**config.mk**
```make
export PLATFORM = sky130hd
export DESIGN_NAME = serial_adder
export DESIGN_NICKNAME = d
export VERILOG_FILES = /design/src/rtl/serial_adder_pkg.sv /design/src/rtl/serial_fa_bit.sv /design/src/rtl/serial_adder.sv
export SDC_FILE = /design/constraint.sdc
export NUM_CORES = 1
export LEC_CHECK = 0
export BUFFER_PORTS_ARGS = -buffer_cell sky130_fd_sc_hd__buf_2
export CORE_MARGIN = 2
export CORE_UTILIZATION = 50
export DETAILED_ROUTE_END_ITERATION = 8
export PLACE_DENSITY = 0.73
export SYNTH_ARGS = -nofsm -noshare
export SYNTH_HDL_FRONTEND = slang
export SYNTH_SLANG_ARGS = --single-unit
```
**constraint.sdc**
```tcl
create_clock -name clk -period 1.8 [get_ports clk]
set_clock_uncertainty 0.1 [all_clocks]
set_input_delay 0.18 -clock clk [delete_from_list [all_inputs] [get_ports clk]]
set_output_delay 0.18 -clock clk [all_outputs]
set_load 0.02 [all_outputs]
```
**src/rtl/serial_adder_pkg.sv**
```systemverilog
// Shared definitions for the bit-serial adder: FSM state encoding and default width.
package serial_adder_pkg;

    typedef enum logic [1:0] {
        ST_IDLE = 2'd0,
        ST_RUN  = 2'd1,
        ST_DONE = 2'd2
    } sa_state_t;

    localparam int SA_DEFAULT_WIDTH = 8;

endpackage : serial_adder_pkg

```
**src/rtl/serial_fa_bit.sv**
```systemverilog
// One-bit full-adder slice; the only arithmetic in the serial adder.
module serial_fa_bit (
    input  logic a_i,
    input  logic b_i,
    input  logic c_i,
    output logic s,
    output logic c_o
);

    // Sum and carry of a single bit position.
    always_comb begin
        s   = a_i ^ b_i ^ c_i;
        c_o = (a_i & b_i) | (c_i & (a_i ^ b_i));
    end

endmodule : serial_fa_bit

```
**src/rtl/serial_adder.sv**
```systemverilog
// Bit-serial WIDTH-bit adder: operands are shifted out LSB-first through one
// full-adder slice, with the carry held in a flop between bit positions. The
// parallel sum and carry-out are registered when the last bit is produced.
module serial_adder
    import serial_adder_pkg::*;
#(
    parameter int WIDTH = SA_DEFAULT_WIDTH
) (
    input  logic             clk,
    input  logic             rst,
    input  logic             start,
    input  logic [WIDTH-1:0] a,
    input  logic [WIDTH-1:0] b,
    input  logic             cin,
    output logic             busy,
    output logic             done,
    output logic [WIDTH-1:0] sum,
    output logic             cout
);

    localparam int CNT_W = $clog2(WIDTH + 1);
    localparam logic [CNT_W-1:0] LAST_CNT = CNT_W'(WIDTH - 1);

    sa_state_t        state_q;
    logic             busy_q;
    logic             done_q;
    logic [WIDTH-1:0] sum_q;
    logic             cout_q;
    logic             carry_q;
    logic [CNT_W-1:0] cnt_q;
    logic [WIDTH-1:0] a_sr_q;
    logic [WIDTH-1:0] b_sr_q;
    logic [WIDTH-1:0] sum_sr_q;

    logic             bit_s;
    logic             bit_c;
    logic [WIDTH-1:0] sum_sr_d;

    serial_fa_bit u_fa (
        .a_i (a_sr_q[0]),
        .b_i (b_sr_q[0]),
        .c_i (carry_q),
        .s   (bit_s),
        .c_o (bit_c)
    );

    // Next sum shift-register value: shift right, new sum bit enters at the MSB.
    // Written as shift-then-overwrite so it stays legal for WIDTH == 1.
    always_comb begin
        sum_sr_d            = sum_sr_q >> 1;
        sum_sr_d[WIDTH-1]   = bit_s;
    end

    // Control FSM together with the datapath registers it sequences.
    always_ff @(posedge clk) begin
        if (rst) begin
            state_q  <= ST_IDLE;
            busy_q   <= 1'b0;
            done_q   <= 1'b0;
            sum_q    <= '0;
            cout_q   <= 1'b0;
            carry_q  <= 1'b0;
            cnt_q    <= '0;
            a_sr_q   <= '0;
            b_sr_q   <= '0;
            sum_sr_q <= '0;
        end else begin
            case (state_q)
                ST_IDLE, ST_DONE: begin
                    done_q <= 1'b0;
                    if (start) begin
                        a_sr_q   <= a;
                        b_sr_q   <= b;
                        carry_q  <= cin;
                        cnt_q    <= '0;
                        sum_sr_q <= '0;
                        busy_q   <= 1'b1;
                        state_q  <= ST_RUN;
                    end else begin
                        busy_q  <= 1'b0;
                        state_q <= ST_IDLE;
                    end
                end
                ST_RUN: begin
                    a_sr_q   <= a_sr_q >> 1;
                    b_sr_q   <= b_sr_q >> 1;
                    sum_sr_q <= sum_sr_d;
                    carry_q  <= bit_c;
                    cnt_q    <= cnt_q + CNT_W'(1);
                    if (cnt_q == LAST_CNT) begin
                        // Last bit: publish the full sum including this cycle's bit.
                        sum_q   <= sum_sr_d;
                        cout_q  <= bit_c;
                        busy_q  <= 1'b0;
                        done_q  <= 1'b1;
                        state_q <= ST_DONE;
                    end
                end
                default: begin
                    busy_q  <= 1'b0;
                    done_q  <= 1'b0;
                    state_q <= ST_IDLE;
                end
            endcase
        end
    end

    assign busy = busy_q;
    assign done = done_q;
    assign sum  = sum_q;
    assign cout = cout_q;

endmodule : serial_adder
```
# [Word-level counts from Yosys, hierarchy flattened]
# Index checks and enable logic that the tools add are counted.
[totals] ff_bits=42 word_cells=44 output_inout_bits=11 in_bits=20
[op_classes] n_reduce_logical=6 n_eq_ne=5 bitwise_logic=6 add_sub_neg=1 muxes=16
[op_table] cell="case mux 8 bit (2 select lines)" count=3
[op_table] cell="two-way mux 8 bit" count=3
[op_table] cell="case mux 4 bit (2 select lines)" count=1
[op_table] cell="adder 4 x 1 -> 4 bit, second input constant" count=1
[op_table] cell="== test 4 x 3 -> 1 bit, second input constant" count=1
[op_table] cell="two-way mux 1 bit" count=4
[op_table] cell="two-way mux 4 bit" count=1
[op_table] cell="!= test 2 bit, second input constant" count=2
[op_table] cell="case mux 1 bit (2 select lines)" count=2
[op_table] cell="case mux 2 bit (2 select lines)" count=1
[op_table] cell="AND reduction 2 bit" count=2
[op_table] cell="OR reduction 2 bit" count=2
[op_table] cell="AND 1 bit" count=2
[op_table] cell="== test 2 x 1 -> 1 bit, second input constant" count=1
[op_table] cell="== test 2 bit, second input constant" count=1
[op_table] cell="zero test 2 bit" count=1
[op_table] cell="two-way mux 2 bit" count=1
[op_table] cell="nonzero test 2 bit" count=1
[op_table] cell="XOR 1 bit" count=2
[op_table] cell="inverter 1 bit" count=1
[op_table] cell="OR 1 bit" count=1

# [Longest topological paths before layout]
# Gate-level depths: netlist of run 1.
[depth] depth_word=4 depth_mapped=5 mapped_depth_nobuf=4

# [By module]
# A second synthesis of run 1 with hierarchy kept.
[unflattened] cells_unflattened=181 area_unflattened_um2=1684.1
[by_module_without_submodules] mod="serial_adder" seq_area_each_um2=800.8 n_inst=1 cells_per_inst=180 area_per_inst_um2=1664.1
[by_module_without_submodules] mod="serial_fa_bit" seq_area_each_um2=0.0 n_inst=1 cells_per_inst=1 area_per_inst_um2=20.0

# [Worst setup path after synthesis of run 1]
# Ideal clock, no wire load.
[synth_path] path_type="reg2reg" from="register state_q[0]" to="register cnt_q[3]" arrival_time_ns=1.155 path_buffers=1 slack_ns=0.423 setup_time_ns=0.121 path_stages_with_launch=5 required_time_ns=1.579 period_less_slack_ns=1.377 cell_sequence="dfxtp_1 -> and2b_1 -> buf_6 -> nand4_1 -> mux2_4"
[synth_via] elab_chain_len=4 elab_cells_between_ends=8 classes_between="eq/ne (3); mux (1); reduce/logical (4)"
[synth_rtl] element="start, declared" line="serial_adder.sv:24" rtl="sa_state_t state_q;"
[synth_rtl] element="start signal, assigned" line="serial_adder.sv:57" rtl="state_q <= ST_IDLE;"
[synth_rtl] element="start signal, assigned" line="serial_adder.sv:78" rtl="state_q <= ST_RUN;"
[synth_rtl] element="start signal, assigned" line="serial_adder.sv:81" rtl="state_q <= ST_IDLE;"
[synth_rtl] element="== test 2 bit or zero test 2 bit (tied branches)" line="serial_adder.sv:68" rtl="case (state_q)"
[synth_rtl] element="OR reduction 2 bit" line="serial_adder.sv:68"
[synth_rtl] element="!= test 2 bit (no line) or nonzero test 2 bit (tied branches)"
[synth_rtl] element="AND reduction 2 bit (no line)"
[synth_rtl] element="end signal, assigned" line="serial_adder.sv:89" rtl="cnt_q <= cnt_q + CNT_W'(1);"
[synth_rtl] element="end, declared" line="serial_adder.sv:30" rtl="logic [CNT_W-1:0] cnt_q;"
# Several ways; a longest one is shown, not always the timed one.
# A chain may end at the register's enable or synchronous reset.

# [Final worst setup path of run 1]
[layout_path] from="register cnt_q[0]" to="register cout_q, in the netlist cout"
[layout_via] elab_chain_len=2
[layout_rtl] element="== test 4 x 3 -> 1 bit" line="serial_adder.sv:90" rtl="if (cnt_q == LAST_CNT) begin"
[layout_rtl] element="AND reduction 2 bit (no line)"
[layout_rtl] element="end signal, assigned" line="serial_adder.sv:93" rtl="cout_q <= bit_c;"
[layout_rtl] element="end, declared" line="serial_adder.sv:28" rtl="logic cout_q;"
# Every way passes these cells.

==> metrics.txt, run 1 <==
status finished, final reports clean; initial antenna violation count 0; Starting Density 51.8%; Critical Path End Type register; Layout fillers 310; pin count of the biggest net entering global routing 27; post-synthesis sequential area ratio 46.7%; DIE WIDTH 62.6 µm; worst setup margin 0.360 ns; # Max-Cap Violations 0; met3 Use GR 5.41%; Area contributors post-synth dfxtp_1, a21oi_1, nand2b_1, nand3_1, a22oi_1; clock latency on the worst-skew pair 0.36 ns; Setup crit start kind register; Area Overhead vs Synth 19.3%; worst hold path type in -> reg; remaining global-route overflow 0; CTS tree done; final cell count without fillers 267; clock sinks 40; RD Place Congestion 0.789; Root Buffer clkbuf_4; worst endpoint required time 1.99 ns; met1 Usage GRT 19.3%; critical path cell sequence ha_1, nand3b_2, nor2_8, mux2i_1; M2 GR Usage 33.7%; drt initial violations 56; GRT Total Usage 18.3%; post-placement worst setup slack 0.369 ns; Post-CTS Resized 0; drt wl/cell 12.6 µm; Site Rows 21; Yosys reg bits 40; Post-DP Area 1870 µm²; Mapped Cells 181; CTS max path bufs 2; Vias/cell 5.36; Max stage delay on crit path 0.38 ns; Yosys cell types 25; Final min period 1.44 ns; area leader, netlist dfxtp_1; layer with the highest usage met2; Setup TNS 0 ns; number of global-route vias before repair 1299; syn avg cell area 9.47 µm²; Leak Pwr 0.792 nW; register area 801 µm²; Pwr Density 838 nW/µm²; H-tree levels 2; final hold vios 0; maximum vdd drop 0.000493 V; cell area after synthesis 1710 µm²; Final Slew Violations 0; hold slack final 0.000673 ns; Final Setup Violations 0; Remaining DRCs 0; Synth top area share 46.7%; layout cell share with drive strength beyond 1 22.6%; n_diodes 0; Setup CP Type reg -> reg; Synth warnings 0; final period utilization 80.0%; Inst Count DP 249; unrepaired setup endpoints after global routing false; Design Area, Final 2050 µm²; fmax 694 MHz; die area 3910 µm²; Data arrival, critical path 1.63 ns; net count after synthesis 203; Die Ht 62.6 µm; slowest CP cell dfxtp_1; CP max FO 9; first-pass GRT wire length 5630 µm; num ports 31; CTS Buf Count 5; Max-slew headroom 75.2%; Port Buffers 30; fin nets 242; final WL 3360 µm; Detail Placement HPWL 2290 µm; CORE AREA 3310 µm²; Routed Antenna Nets 0; slew at the pin closest to its max-slew limit 0.372 ns; postcts setup bufs 0; DRT Pass-1 Iters 4; area of the multi-input gates 797 µm²; routed vias 1431; Clock Pin Slew Worst Setup and Hold Paths 0.11 ns
## final timing paths
| check | from | endpoint | slack [ns] | cells after the start |
|---|---|---|---|---|
| worst max-delay path | cnt_q[0] | cout | 0.36 | 4 |
| worst min-delay path | a[4] | a_sr_q[4] | 0.0007 | 3 |
| worst max register to register | cnt_q[0] | cout | 0.36 | 4 |
| worst min register to register | done | done | 0.36 | 2 |
## routing by layer
| metal | part of all wire, % | wire [µm] |
|---|---|---|
| met4 | 1.8 | 59 |
| met1 | 41 | 1370 |
| met2 | 52 | 1760 |
| met5 | 0 | 0 |
| met3 | 5.0 | 169 |
## cell type report
| cell class | count | area share (%) |
|---|---|---|
| clock buffer | 6 | 2.02 |
| clock inverter | 2 | 1.71 |
| inverter | 1 | 0.183 |
| multi-input combinational | 124 | 39.0 |
| sequential | 40 | 39.1 |
| tap | 46 | 2.81 |
| timing repair buffer | 48 | 15.2 |
## power breakdown
| part | leakage, nW | internal, W | switching (W) |
|---|---|---|---|
| clock network | 0.0422 | 0.000291 | 0.000284 |
| logic | 0.424 | 0.0000900 | 0.000112 |
| registers | 0.325 | 0.000917 | 0.0000197 |
| total | 0.792 | 0.00130 | 0.000416 |
## worst max-delay path, delay by kind of cell (launching register included)
kind	cells	cell delay, ns
mux	1	0.23
fa+ha+maj	1	0.22
simple gates	2	0.45
flops	1	0.38
## cells by family (layout without fill, tap and decap cells)
family | after synthesis | in the layout | synth area share [%]
AND/OR/NAND/NOR | 66 | 66 | 21.6
AO/OA/AOI/OAI | 45 | 45 | 16.2
flip-flops | 40 | 40 | 46.7
buffers and inverters | 17 | 57 | 6.79
multiplexers | 11 | 11 | 6.79
adder cells (fa/ha/maj) | 2 | 2 | 1.90
## per-stage QoR
| step | power (W) | utilization [%] |
|---|---|---|
| after floorplan | 0.00110 | - |
| after global placement | 0.00113 | 56.5 |
| after detailed placement | 0.00114 | 56.5 |
| after CTS | 0.00173 | 61.8 |
| after global routing | 0.00179 | 61.8 |
| final | 0.00171 | 61.8 |
## timing repair
| action | CTS | global route |
|---|---|---|
| hold buffers | 10 | 0 |
| hold endpoints to repair | 10 | 0 |
| endpoints found under the setup margin | 0 | 0 |
## state kept, by name, indices dropped and copies added, names as in the netlist
register	count
cout	1
done	1
state_q	2
b_sr_q	8
a_sr_q	8
carry_q	1
cnt_q	4
sum_sr_q	7
sum	8
## cell usage after synthesis
cell type / instances
a22oi_1: 15
nor2_1: 2
mux2i_1: 9
nand3_1: 26
nand4_1: 1
nand2b_1: 21
buf_2: 6
nor3_1: 1
nand2_1: 10
fa_1: 1
a21oi_1: 28
mux2_1: 1
nand3b_2: 1
a211oi_2: 2
and2b_1: 1
buf_4: 4
dfxtp_1: 40
nor3b_1: 1
buf_6: 4
ha_1: 1
clkbuf_1: 2
mux2_4: 1
nor2_8: 1
nor2b_1: 1
inv_1: 1
## cell usage in the layout, fill, tap and decap left out
cell type       n
nand2b_1       21
bufinv_16       1
buf_2          30
clkbuf_1        1
nand3b_2        1
fa_1            1
mux2_1          1
nor2_8          1
mux2i_1         9
and2b_1         1
nand4_1         1
nor3_1          1
nor2_1          2
buf_4           8
mux2_4          1
nand3_1        26
nand2_1        10
clkinv_2        1
nor3b_1         1
a211oi_2        2
a21oi_1        28
dfxtp_1        40
clkbuf_4        5
inv_1           1
a22oi_1        15
dlygate4sd3_1  10
ha_1            1
nor2b_1         1
Note: power is estimated with default switching activity, not from simulation.
==> run 2: changes to the inputs <==
Settings changed: CORE_UTILIZATION 50 to 49, PLACE_DENSITY 0.73 to 0.74.
Clock period 1.8 ns to 1.3 ns, I/O delays scaled along.
==> run 2 against run 1 <==
Sequential share of layout area shrank 3.7 points. Register-to-register slack lost 0.35 ns. Final area grew 12%. Hold slack gained 0.057 ns. Critical path depth shrank 1.
==> metrics.txt, run 2 (synthesized netlist as in run 1, its figures left out) <==
CTS Buf Count 5 (unchanged); Max-slew headroom 76.5% (was 75.2%); Reg2Reg Setup Slack 0.01 ns (was 0.36 ns); Reg2Reg Depth 3 (was 4); routed vias 1520 (was 1431); Starting Density 51.4% (was 51.8%); M2 GR Usage 36.3% (was 33.7%); Vias/cell 5.39 (was 5.36); Die Ht 63.1 µm (was 62.6 µm); delay-heaviest family, CP adder cells (was simple AND/OR/NAND/NOR gates); met3 Use GR 4.29% (was 5.41%); GRT Total Usage 20.0% (was 18.3%); clock sinks 40 (unchanged); CTS tree done (unchanged); Detail Placement HPWL 2410 µm (was 2290 µm); hold slack final 0.0581 ns (was 0.000673 ns); layout cell share with drive strength beyond 1 31.4% (was 22.6%); Max stage delay on crit path 0.45 ns (was 0.38 ns); commonest cells after routing, fill and taps aside dfxtp_1, buf_2, a21oi_1, nand3_1, nand2b_1 (unchanged); Final min period 1.29 ns (was 1.44 ns); final hold vios 0 (unchanged); RD Place Congestion 0.764 (was 0.789); die area 3990 µm² (was 3910 µm²); fmax 776 MHz (was 694 MHz); slowest CP cell fa_1 (was dfxtp_1); Worst Path Buf+Inv 0 (unchanged); Area Overhead vs Synth 33.9% (was 19.3%); Hold Path Sink sum_sr_q[4] (was a_sr_q[4]); worst endpoint required time 1.46 ns (was 1.99 ns); layer with the highest usage met2 (unchanged); final WL 3800 µm (was 3360 µm); met1 Usage GRT 21.8% (was 19.3%); CP max FO 2 (was 9); pin count of the biggest net entering global routing 28 (was 27); first-pass GRT wire length 6240 µm (was 5630 µm); Setup crit start kind register (unchanged); num ports 31 (unchanged); status finished, final reports clean (unchanged); Setup CP Type reg -> reg (unchanged); Data arrival, critical path 1.45 ns (was 1.63 ns); Root Buffer clkbuf_4 (unchanged); DRT Pass-1 Iters 4 (unchanged); Port Buffers 30 (unchanged); initial antenna violation count 0 (unchanged); number of global-route vias before repair 1386 (was 1299); Leak Pwr 0.914 nW (was 0.792 nW); post-placement worst setup slack -0.0601 ns (was 0.369 ns); CTS max path bufs 2 (unchanged); drt initial violations 78 (was 56); unrepaired setup endpoints after global routing true (was false); r2r endpoint carry_q (was cout); final period utilization 99.2% (was 80.0%); worst setup margin 0.0107 ns (was 0.360 ns); maximum vdd drop 0.000804 V (was 0.000493 V); Final Slew Violations 0 (unchanged); hold path start rst (was a[4]); fin nets 257 (was 242); n_diodes 0 (unchanged); # Max-Cap Violations 0 (unchanged); slew at the pin closest to its max-slew limit 0.352 ns (was 0.372 ns); Clock Pin Slew Worst Setup and Hold Paths 0.12 ns (was 0.11 ns); Critical Path End Type register (unchanged); H-tree levels 2 (unchanged); Routed Antenna Nets 0 (unchanged); post-layout util 68.8% (was 61.8%); worst hold path type in -> reg (unchanged); Remaining DRCs 0 (unchanged); remaining global-route overflow 0 (unchanged); Site Rows 21 (unchanged); drt wl/cell 13.5 µm (was 12.6 µm); Pwr Density 1080 nW/µm² (was 838 nW/µm²); Crit Reg-Reg Startpoint a_sr_q[0] (was cnt_q[0]); WHS Path Cells 2 (was 3); critical path cell sequence fa_1, a22oi_1, a21oi_1 (was ha_1, nand3b_2, nor2_8, mux2i_1); Final Setup Violations 0 (unchanged); CORE AREA 3340 µm² (was 3310 µm²); DIE WIDTH 63.1 µm (was 62.6 µm); most common cell after layout, fill and taps aside dfxtp_1 (unchanged); clock latency on the worst-skew pair 0.37 ns (was 0.36 ns)
[run 2: changes by cell type in the layout (fill, tap and decap cells not counted), sizes merged]
cell and change:
buf +7, dlygate4sd3 +7, nor2 +1
[run 2: report_power, final]
part | switching, W | internal (W)
Sequential | 0.0000324 | 0.00127
Clock | 0.000412 | 0.000403
Combinational | 0.000181 | 0.000186
[run 2: routing by layer]
metal | routed length, µm | vias up
met1 | 1640 | 724
li1 | - | 750
met2 | 1940 | 38
met4 | 80 | 0
met5 | 0 | -
met3 | 137 | 8
[run 2: worst reg2reg max path: stages (launching register included)]
cell	delay, ns
dfxtp_2	0.35
fa_1	0.45
a22oi_1	0.20
a21oi_1	0.09
[run 2: area by class of cell]
cell class / count / area (µm²)
Clock inverter: 2 / 35.0
Inverter: 1 / 3.75
Timing Repair Buffer: 62 / 474
Tap cell: 46 / 57.6
Clock buffer: 6 / 41.3
Fill cell: 275 / 1040
Sequential cell: 40 / 813
Multi-Input combinational cell: 125 / 871
[run 2: stage by stage]
step | instance area [µm²] | setup TNS [ns] | std cells | total power, W
3_3_place_gp | 1930 | 0 | 254 | 0.00160
3_5_place_dp | 1930 | -0.205 | 254 | 0.00161
4_1_cts | 2210 | 0 | 280 | 0.00246
2_1_floorplan | 1720 | 0 | 181 | 0.00152
5_1_grt | 2300 | -0.115 | 282 | 0.00259
6_report | 2300 | 0 | 282 | 0.00249
[run 2: timing repair]
item                                    in CTS  in global routing
gates cloned                                 1                  0
resized for setup                            5                 19
pin swaps                                    1                  3
hold buffers                                17                  0
endpoints found under the setup margin      10                 29
buffers inserted                             0                  2
endpoints found under the hold margin       17                  0
[run 2: worst max-delay path by stage]
| stage | from | endpoint | cells past startpoint |
|---|---|---|---|
| 2_1_floorplan | state_q[0] | cnt_q[3] | 4 |
| 3_3_place_gp | cnt_q[1] | cout | 4 |
| 3_5_place_dp | cnt_q[1] | sum[0] | 4 |
| 4_1_cts | state_q[0] | b_sr_q[5] | 4 |
| 5_1_grt | a_sr_q[0] | carry_q | 3 |
| 6_report | a_sr_q[0] | carry_q | 3 |
==> run 3: changes to the inputs <==
Settings changed: CTS_BUF_LIST set to sky130_fd_sc_hd__clkbuf_16, REMOVE_ABC_BUFFERS set to 1.
Clock period 1.3 ns to 1 ns, I/O delays scaled along.
==> run 3 against run 2 <==
The flow now finishes with violations (hold timing, setup timing). Critical path depth stayed put. Register-to-register slack worse by 0.30 ns. Total power is 64% higher. Global-route usage is 2.8 points higher. Cell count is 0.71% lower. Routed wire length is 25% higher. Hold slack worse by 0.064 ns.
==> metrics.txt, run 3 (synthesized netlist as in run 1, its figures left out) <==
unrepaired setup endpoints after global routing true (unchanged); commonest cells after routing, fill and taps aside dfxtp_1, buf_2, nand3_1, nand2b_1, a21oi_1 (was dfxtp_1, buf_2, a21oi_1, nand3_1, nand2b_1); hold path start b[2] (was rst); Setup crit start state_q[0] (was a_sr_q[0]); Remaining DRCs 0 (unchanged); number of global-route vias before repair 1488 (was 1386); clock share of power 43.6% (was 32.8%); Crit Reg-Reg Startpoint state_q[0] (was a_sr_q[0]); Net Sw Frac 23.6% (was 25.2%); num ports 31 (unchanged); pin count of the biggest net entering global routing 21 (was 28); RD Place Congestion 0.696 (was 0.764); first-pass GRT wire length 6870 µm (was 6240 µm); layout cell share with drive strength beyond 1 45.3% (was 31.4%); fmax 773 MHz (was 776 MHz); maximum vdd drop 0.00102 V (was 0.000804 V); hold slack final -0.00583 ns (was 0.0581 ns); clock latency on the worst-skew pair 0.28 ns (was 0.37 ns); status finished, violations left (was finished, final reports clean); CTS max path bufs 2 (unchanged); Max-slew headroom 83.2% (was 76.5%); Reg power frac 41.7% (was 52.4%); Int Pwr 0.00312 W (was 0.00186 W); worst setup margin -0.293 ns (was 0.0107 ns); Area Overhead vs Synth 50.0% (was 33.9%); Starting Density 51.4% (unchanged); post-layout util 77.1% (was 68.8%); DRT Pass-1 Iters 4 (unchanged); GRT Total Usage 22.9% (was 20.0%); DIE WIDTH 63.1 µm (unchanged); H-tree levels 2 (unchanged); Setup crit start kind register (unchanged); Data arrival, critical path 1.37 ns (was 1.45 ns); final cell count without fillers 280 (was 282); Leak Pwr 1.00 nW (was 0.914 nW); Net Switching 0.000963 W (was 0.000625 W); slew at the pin closest to its max-slew limit 0.251 ns (was 0.352 ns); initial antenna violation count 0 (unchanged); Final min period 1.29 ns (about the same); final WL 4760 µm (was 3800 µm); Root Buffer clkbuf_16 (was clkbuf_4); Die Ht 63.1 µm (unchanged); fin nets 255 (was 257); Setup CP Type reg -> reg (unchanged); routed vias 1597 (was 1520); die area 3990 µm² (unchanged); Inst Count DP 256 (was 254); CORE AREA 3340 µm² (unchanged); Detail Placement HPWL 2440 µm (was 2410 µm); worst hold path type in -> reg (unchanged); CTS tree done (unchanged); failing checks hold timing, setup timing; n_diodes 0 (unchanged); remaining global-route overflow 0 (unchanged); Pwr Density 1590 nW/µm² (was 1080 nW/µm²); final hold vios 1 (was 0); logic gate share of total power 14.7% (was 14.8%); worst endpoint required time 1.08 ns (was 1.46 ns); Critical Path End Type register (unchanged); Clock Pin Slew Worst Setup and Hold Paths 0.06 ns (was 0.12 ns); post-placement worst setup slack -0.338 ns (was -0.0601 ns); CTS Buf Count 5 (unchanged); CP max FO 5 (was 2); drt initial violations 113 (was 78); most common cell after layout, fill and taps aside dfxtp_1 (unchanged); Final Setup Violations 42 (was 0); Vias/cell 5.70 (was 5.39); Port Buffers 30 (unchanged); # Max-Cap Violations 0 (unchanged); Final Slew Violations 0 (unchanged); Reg2Reg Setup Slack -0.29 ns (was 0.01 ns); clock sinks 40 (unchanged); drt wl/cell 17.0 µm (was 13.5 µm); final period utilization 129% (was 99.2%); Site Rows 21 (unchanged); Routed Antenna Nets 0 (unchanged)
-- run 3: per-layer routing --
metal	up-vias	track usage (%)	share of wire, %
met3	16	4.82	4.6
met1	779	24.2	38
met2	59	41.6	54
met4	0	13.1	3.1
met5	-	0	0
li1	743	-	-
-- run 3: cell type report --
| class | count | area [µm²] |
|---|---|---|
| clock buffer | 5 | 125 |
| clock inverter | 3 | 38.8 |
| fill | 213 | 766 |
| inverter | 1 | 3.75 |
| multi-input combinational | 125 | 982 |
| sequential | 40 | 811 |
| tap | 46 | 57.6 |
| timing repair buffer | 60 | 553 |
-- run 3: metrics by stage --
stage,area [µm²],hold slack (ns),power [W],setup TNS [ns]
2_1_floorplan,1600,0.0646,0.00190,-24.00
3_3_place_gp,1960,0.242,0.00207,-7.91
3_5_place_dp,1960,0.261,0.00210,-10.60
4_1_cts,2380,0.00286,0.00398,-8.52
5_1_grt,2570,0.0230,0.00421,-10.70
6_report,2570,-0.00583,0.00408,-9.12
-- run 3: critical path: stages (launching register included) --
cell and delay, ns:
dfxtp_4 0.38, and2b_2 0.22, nand4_1 0.15, mux2_4 0.33
-- run 3: what timing repair did --
| item | 4_1_cts | 5_1_grt |
|---|---|---|
| gates resized for setup | 28 | 37 |
| hold buffers | 8 | 0 |
| hold endpoints to repair | 8 | 0 |
| cloned | 3 | 1 |
| buffers inserted | 2 | 2 |
| setup endpoints to repair | 41 | 46 |
| pin swaps | 4 | 10 |
-- run 3: path summary, 6_finish.rpt --
kind / endpoint / depth (start not counted)
worst max-delay path: cnt_q[3] / 3
worst min-delay path: b_sr_q[2] / 3
worst min register to register: sum[1] / 2
worst max register to register: cnt_q[3] / 3
-- run 3: power groups by stage --
| stage | sequential [W] | clock (W) | combinational (W) |
|---|---|---|---|
| 2_1_floorplan | 0.00172 | 0 | 0.000183 |
| 6_report | 0.00170 | 0.00178 | 0.000600 |
| 4_1_cts | 0.00170 | 0.00179 | 0.000490 |
| 3_5_place_dp | 0.00172 | 0 | 0.000373 |
| 3_3_place_gp | 0.00172 | 0 | 0.000357 |
| 5_1_grt | 0.00171 | 0.00187 | 0.000634 |
